## config.mk

```make
export PLATFORM = sky130hd
export DESIGN_NAME = controle_divisor
export DESIGN_NICKNAME = d
export VERILOG_FILES = /design/src/rtl/controle_divisor.sv
export SDC_FILE = /design/constraint.sdc
export NUM_CORES = 1
export LEC_CHECK = 0
export CORE_MARGIN = 4
export CORE_UTILIZATION = 36
export CTS_CLUSTER_SIZE = 28
export DETAILED_ROUTE_END_ITERATION = 8
export PLACE_DENSITY = 0.75
export SLEW_MARGIN = 20
export SYNTH_ARGS = -nofsm -noshare
export SYNTH_HDL_FRONTEND = slang
export SYNTH_SLANG_ARGS = --single-unit
```

## constraint.sdc

```tcl
create_clock -name i_clk -period 1.5 [get_ports i_clk]
set_input_delay 0.15 -clock i_clk [delete_from_list [all_inputs] [get_ports i_clk]]
set_output_delay 0.15 -clock i_clk [all_outputs]
set_load 0.02 [all_outputs]
```

## src/rtl/controle_divisor.sv

```systemverilog
// Multicycle front-end for the combinational ULA divider: holds the operands steady
// on div_a/div_b, captures Q/R (or flags divide-by-zero) and hands the result downstream.
module controle_divisor #(
  parameter int WIDTH         = 8,
  parameter int SETTLE_CYCLES = 2
) (
  input  logic             i_clk,
  input  logic             i_rst,
  input  logic             i_in_valid,
  output logic             o_in_ready,
  input  logic [WIDTH-1:0] i_in_a,
  input  logic [WIDTH-1:0] i_in_b,
  output logic [WIDTH-1:0] o_div_a,
  output logic [WIDTH-1:0] o_div_b,
  input  logic [WIDTH-1:0] i_div_q,
  input  logic [WIDTH-1:0] i_div_r,
  output logic             o_out_valid,
  input  logic             i_out_ready,
  output logic [WIDTH-1:0] o_out_q,
  output logic [WIDTH-1:0] o_out_r,
  output logic             o_out_dz,
  output logic             o_busy
);

  // state    | meaning
  // S_IDLE   | waiting for an operand pair
  // S_SETTLE | operands held on the divider, counting down to capture
  // S_HOLD   | result presented, waiting for the consumer
  typedef enum logic [1:0] {S_IDLE, S_SETTLE, S_HOLD} state_t;

  localparam int CW = (SETTLE_CYCLES > 1) ? $clog2(SETTLE_CYCLES) : 1;
  localparam logic [CW-1:0] CNT_LOAD = CW'(SETTLE_CYCLES - 1);

  state_t           r_state;
  state_t           w_next;
  logic [CW-1:0]    r_cnt;
  logic [WIDTH-1:0] r_div_a;
  logic [WIDTH-1:0] r_div_b;
  logic [WIDTH-1:0] r_out_q;
  logic [WIDTH-1:0] r_out_r;
  logic             r_out_dz;
  logic             w_take;
  logic             w_ready;
  logic             w_accept;
  logic             w_b_zero;
  logic             w_cnt_zero;

  assign w_b_zero   = (i_in_b == '0);
  assign w_cnt_zero = (r_cnt == '0);

  always_ff @(posedge i_clk or posedge i_rst) begin
    if (i_rst) r_state <= S_IDLE;
    else       r_state <= w_next;
  end

  always_comb begin
    w_next = r_state;
    w_take = 1'b0;
    case (r_state)
      S_IDLE:   w_take = 1'b1;
      S_SETTLE: if (w_cnt_zero) w_next = S_HOLD;
      S_HOLD: begin
        w_take = i_out_ready;
        if (i_out_ready) w_next = S_IDLE;
      end
      default:  w_next = S_IDLE;
    endcase
    // readiness is masked during reset so nothing is taken while rst is high
    w_ready  = w_take & ~i_rst;
    w_accept = i_in_valid & w_ready;
    if (w_accept) w_next = w_b_zero ? S_HOLD : S_SETTLE;
  end

  always_ff @(posedge i_clk or posedge i_rst) begin
    if (i_rst) begin
      r_cnt    <= '0;
      r_div_a  <= '0;
      r_div_b  <= '0;
      r_out_q  <= '0;
      r_out_r  <= '0;
      r_out_dz <= 1'b0;
    end else if (w_accept) begin
      r_div_a <= i_in_a;
      r_div_b <= i_in_b;
      if (w_b_zero) begin
        r_out_q  <= '1;
        r_out_r  <= '0;
        r_out_dz <= 1'b1;
      end else begin
        r_cnt <= CNT_LOAD;
      end
    end else if (r_state == S_SETTLE) begin
      if (w_cnt_zero) begin
        r_out_q  <= i_div_q;
        r_out_r  <= i_div_r;
        r_out_dz <= 1'b0;
      end else begin
        r_cnt <= r_cnt - CW'(1);
      end
    end
  end

  assign o_in_ready  = w_ready;
  assign o_div_a     = r_div_a;
  assign o_div_b     = r_div_b;
  assign o_out_valid = (r_state == S_HOLD);
  assign o_out_q     = r_out_q;
  assign o_out_r     = r_out_r;
  assign o_out_dz    = r_out_dz;
  assign o_busy      = (r_state != S_IDLE);

endmodule
```

==> results of run 1 <==
state kept, by name, indices dropped and copies added (netlist names):
signal    cells
o_out_q       8
o_out_dz      1
o_div_b       8
o_div_a       8
r_state       2
r_cnt         1
o_out_r       8
final timing paths:
check | from | endpoint | slack (ns) | cells after the start
max | i_in_b[4] | o_out_r[1] | 0.01 | 6
min reg2reg | o_out_dz | o_out_dz | 0.49 | 1
max reg2reg | r_state[1] | o_div_a[4] | 0.03 | 3
min | i_rst | r_state[0] | 0.33 | 3
max in group asynchronous | i_rst | r_state[1] | 0.99 | 3
min in group i_clk | i_div_r[5] | o_out_r[5] | 0.42 | 3
cell families (layout without fill, tap and decap cells):
family,count (synthesis),in the layout,synth area share
buf+inv,9,93,0.0356
flops,36,36,0.611
simple gates,43,43,0.130
mux,16,16,0.122
compound gates,22,22,0.101
power by group:
| part | internal (mW) | switching (mW) |
|---|---|---|
| Combinational | 1.27 | 1.18 |
| Sequential | 1.43 | 0.266 |
| Clock | 0.366 | 0.319 |
| Total | 3.07 | 1.77 |
through the flow:
stage	power, mW	util	setup TNS [ns]	cell area (um^2)	worst slack (ns)
2_1_floorplan	2.90	-	-1.15	1470	-0.127
3_3_place_gp	4.08	0.605	-9.01	2300	-0.308
3_5_place_dp	4.16	0.605	-10.38	2300	-0.350
4_1_cts	4.86	0.632	0	2400	0.00591
5_1_grt	5.17	0.641	-0.416	2430	-0.0306
6_report	4.83	0.641	0	2430	0.0113
final cells by class:
class,instances,area [um^2]
sequential,36,903
tap,48,60.1
clock inverter,2,10.0
inverter,4,15.0
fill,285,1360
timing repair buffer,81,817
multi-input combinational,81,547
clock buffer,6,82.6
worst register-to-register path, stage by stage, from the launching register on:
cell       delay (ns)
dfrtp_2          0.44
a2111oi_4        0.35
buf_6            0.22
mux2_2           0.34
cells in the final DEF, fill, tap and decap left out, drive strengths merged:
| master | netlist | final |
|---|---|---|
| or2 | 2 | 2 |
| a211o | 1 | 1 |
| a31o | 1 | 1 |
| clkdlybuf4s50 | 0 | 68 |
| and2 | 1 | 1 |
| o21ai | 8 | 8 |
| inv | 4 | 4 |
| nand2b | 1 | 1 |
| o21a | 2 | 2 |
| nor2b | 1 | 1 |
| dfrtp | 36 | 36 |
| buf | 5 | 10 |
| a2111oi | 1 | 1 |
| mux2 | 16 | 16 |
| nor2 | 19 | 19 |
| or4 | 2 | 2 |
| clkinv | 0 | 2 |
| clkbuf | 0 | 7 |
| clkdlybuf4s15 | 0 | 2 |
| a21oi | 8 | 8 |
| a211oi | 1 | 1 |
| nand2 | 17 | 17 |
repair_timing:
action,4_1_cts,5_1_grt
setup endpoints to repair,17,32
resized for setup,10,16
cloned,0,1
pin swaps,0,1
per-layer routing:
metal,up-vias,part of all wire,global-route usage
li1,588,-,-
met1,567,0.40,0.169
met2,62,0.45,0.239
met3,8,0.14,0.0789
met4,0,0.016,0.0564
met5,-,0,0
==> metrics.cfg, run 1 <==
[floorplan]
die_w_um = 72.0
core_um2 = 3800
floorplan.die.height_um = 72.0
die_area_um2 = 5180
initial_core_util = 0.388
site_rows = 22
design.portCount = 72

[global_route]
grt_pass1_vias = 1298
grt_overflow = 0
maximum_number_of_pins_on_one_net_before_global_route_repair = 37
grt_pass1_wl_mm = 6.00
grt_antenna_before_repair = 0
gr-usage-all-layers = 0.149

[setup_path]
critPathRequiredTime_ns = 1.66
crit_buf_inv = 2
crit_path_start_kind = primary input
worstPathArrival_ns = 1.65
worstPathCellList = clkdlybuf4s50_1 -> or4_1 -> nor2_4 -> and2_4 -> buf_6 -> o21ai_0
worst_path_largest_cell_delay_ns = 0.60
cp-end-kind = flop
setup.worst_path.class = in2reg
crit_slowest_cell = or4_1
path_max_fanout = 5
path_delay_family = simple AND/OR/NAND/NOR gates

[cells_and_area]
layout-drive-gt1-share = 0.233
area_growth_pct = 65.2
num_antenna_cells = 0
instances_no_fill = 258
nets = 245

[detailed_routing]
drt_first_pass_iters = 4
drt-total-wl_mm = 3.64
detail_route.iter0.violations = 69
routed-via-count = 1225
viasPerCell = 4.75
ant_nets = 0
post_route_drc_violation_count = 0
detail_route.wl_per_cell_um = 14.1

[synth]
number_of_flops_mapped_to_enable_cells_by_yosys = 0
netlist_area_um2 = 1470
synthesis.instances = 126
synth.largest_area_cell = dfrtp_1
synth_seq_cells = 36
synth-seq-area-share = 0.611
synthTopCellsByArea = dfrtp_1, mux2_2, nor2_1
yosys-top-cells-count = dfrtp_1, nor2_1, mux2_2, nand2_1, a21oi_1
synth-async-reset-ratio = 1.00
netlist.area_leader.share = 0.611
ys.warnings.count = 0
post_synth_num_cell_types = 23
total_nets_after_synthesis = 162
synthesis.area_per_instance_um2 = 11.7
synthMostInstantiatedCell = dfrtp_1
synth_top_flop_cell = dfrtp_1

[clock_network]
tritoncts.num_buffers = 5
cts_hold_buffers = 0
cts_sinks = 36
insertion_delay_ns = 0.28
cts_tree = done
ctsLongestPathBuffers = 2
postCtsSetupBuffers = 0
clock_root_buffer = clkbuf_8
h-tree-depth = 2
clkSlewWorstSetupHoldPaths_ns = 0.07

[status]
status = finished, final reports clean

[sta]
clock.fmax_ghz = 0.672
worstMarginPinSlew_ns = 0.312
max-slew-margin-rel = 0.792
final.min_clock_period_ns = 1.49
setup_viol_count_final = 0
clock-skew-final_ns = 0.00264
unrepaired_setup_endpoints_after_global_routing = yes
finalHoldViolCount = 0
post-route-period-util = 0.992
timing_max_transition_violations_final = 0
final.hold.worst_slack_ns = 0.327

[power_and_ir_drop]
max-vdd-ir-drop_mv = 1.04
power.density_cell_area_nw_per_um2 = 1990
power.static_leakage_nw = 1.04

[hold_path]
hp-class = in2async

[place]
dpl.cell_count = 249
placement.io_buffers = 71
place_hpwl_mm = 2.75
gp_congestion = 0.756

[run]
max-cap-violations = 0

(Power assumes the default switching activity.)
==> run 2, diff against run 1 <==
CAP_MARGIN = 20   (was unset)
==> results of run 2 <==
The final DEF is identical to that of run 1; final timing and power are the same.
==> RTL edit, RTL diff (settings of run 2) <==
Reset style: synchronous (`i_rst`), changed in 2 clocked blocks.
--- a/src/rtl/controle_divisor.sv
+++ b/src/rtl/controle_divisor.sv
@@ -50,3 +50,3 @@
 
-  always_ff @(posedge i_clk or posedge i_rst) begin
+  always_ff @(posedge i_clk) begin
     if (i_rst) r_state <= S_IDLE;
@@ -73,3 +73,3 @@
 
-  always_ff @(posedge i_clk or posedge i_rst) begin
+  always_ff @(posedge i_clk) begin
     if (i_rst) begin
Check against the original RTL: differs if i_rst is asserted again (counterexample within 4 cycles, from zero or initial values and one cycle with i_rst high); with i_rst held inactive, the same outputs for 10 cycles.
==> RTL edit against run 2 <==
- routed wire length shrank 4.4%
- critical path depth fell by 1
- non-clock buffer count rose by 6
- critical endpoint is now o_out_r[3]$_SDFFE_PP0P_
- worst setup slack gained 0.022 ns
- worst hold slack better by 0.00061 ns
- via count increased by 7.2%
- synthesized area shrank 9.1%
- design area down 5.1%
- sequential cell count stayed put
- highest routed layer unchanged
- count of clock-buffer cells in the layout grew 2
- sequential share of layout area shrank 5.8 points
- core utilization up 2.5 points
Power is not compared: it rests on default switching activity, and its combinational part moved more than twofold at a synthesized area within 25%.
==> RTL edit: results (changes against run 2) <==
| Metric | Value |
|---|---|
| Clock-cell share of area | `0.03898 (+0.0009554)` |
| Multi-input combinational area share | `0.2577 (+0.03315)` |
| Min-Delay Path Class | `in2reg` |
| Placed Cells | `274 (+10%)` |
| # fillers | `308 (+8.1%)` |
| Initial drt markers | `38 (-45%)` |
| Slowest CP cell | `nor4b_4` |
| Met3 usage | `0.08285 (+0.003901)` |
| Fraction of layout cells with a size suffix above 1 | `0.1435 (-0.08987)` |
| Max incr delay on CP | `0.35 ns (-0.25 ns)` |
| Inverter count | `2 (-2)` |
| Async SR Flop Fraction | `0 (-1.000)` |
| Setup Skew | `0.006058 ns (+0.003414 ns)` |
| FF+latch area | `723.2 um^2 (-20%)` |
| GR Util met2 | `0.2521 (+0.01334)` |
| Place WS | `-0.3215 ns (+0.02862 ns)` |
| Post-cts gate resize count | `5 (-5)` |
| Buffer share of cell area | `0.3622 (+0.02665)` |
| I/O Buffers | `71 (unchanged)` |
| Layout clock buffer count | `8 (+2)` |
| Met3 routed WL | `317 um (-36%)` |
| Vias in the first global route | `1288 (-0.77%)` |
| Cell Area, Synth | `0.001340 mm^2 (-9.1%)` |
| Area contributors post-synth | `dfxtp_1 (54%), nand2_1 (10%), a21oi_1 (7.1%)` |
| Gate Count Post-Synth | `150 (+19%)` |
| Buffers, non-clock | `87 (+7.4%)` |
| Power density over the cells | `913.1 mW/mm^2` |
| Critical path fanouts, max | `8 (+3)` |
| Post-synth top flop | `dfxtp_1` |
| Sequential cell area share | `0.3129 (-0.05808)` |
| Multi-input gates | `104 (+28%)` |
| Estimated wirelength of the detail-placed design | `2503 um (-9.1%)` |
| Met1 Use GR | `0.1652 (-0.004006)` |
| Routed met2 length | `1661 um (+2.4%)` |
| DR vias/cell | `4.640 (-2.3%)` |
| Wire length on met1 | `1468 um (+0.62%)` |
| Status | `completed` |
RTL edit: changes by cell type after synthesis, sizes merged, moves of 3 or more:
cell	change
dfrtp	-36
o21a	+6
dfxtp	+36
a22o	+8
a21oi	+11
clkbuf	+3
nand2	+19
o21ai	-5
mux2	-16
RTL edit: final timing paths:
| kind | from | to | slack [ns] | cells after the start |
|---|---|---|---|---|
| setup / recovery | r_state[1]$_SDFFE_PP0P_ | o_out_r[3]$_SDFFE_PP0P_ | 0.03 | 5 |
| hold reg to reg | o_div_a[6]$_SDFFE_PP0P_ | o_div_a[6]$_SDFFE_PP0P_ | 0.45 | 2 |
| setup reg to reg | r_state[1]$_SDFFE_PP0P_ | o_out_r[3]$_SDFFE_PP0P_ | 0.03 | 5 |
| hold / removal | i_rst | o_out_dz$_SDFFE_PP0P_ | 0.33 | 3 |
RTL edit: kinds of logic (layout without fill, tap and decap cells):
family,after synthesis,in the layout,synth area share
buf+inv,10,97,0.03735
compound gates,40,40,0.2036
flops,36,36,0.5378
simple gates,64,64,0.2213
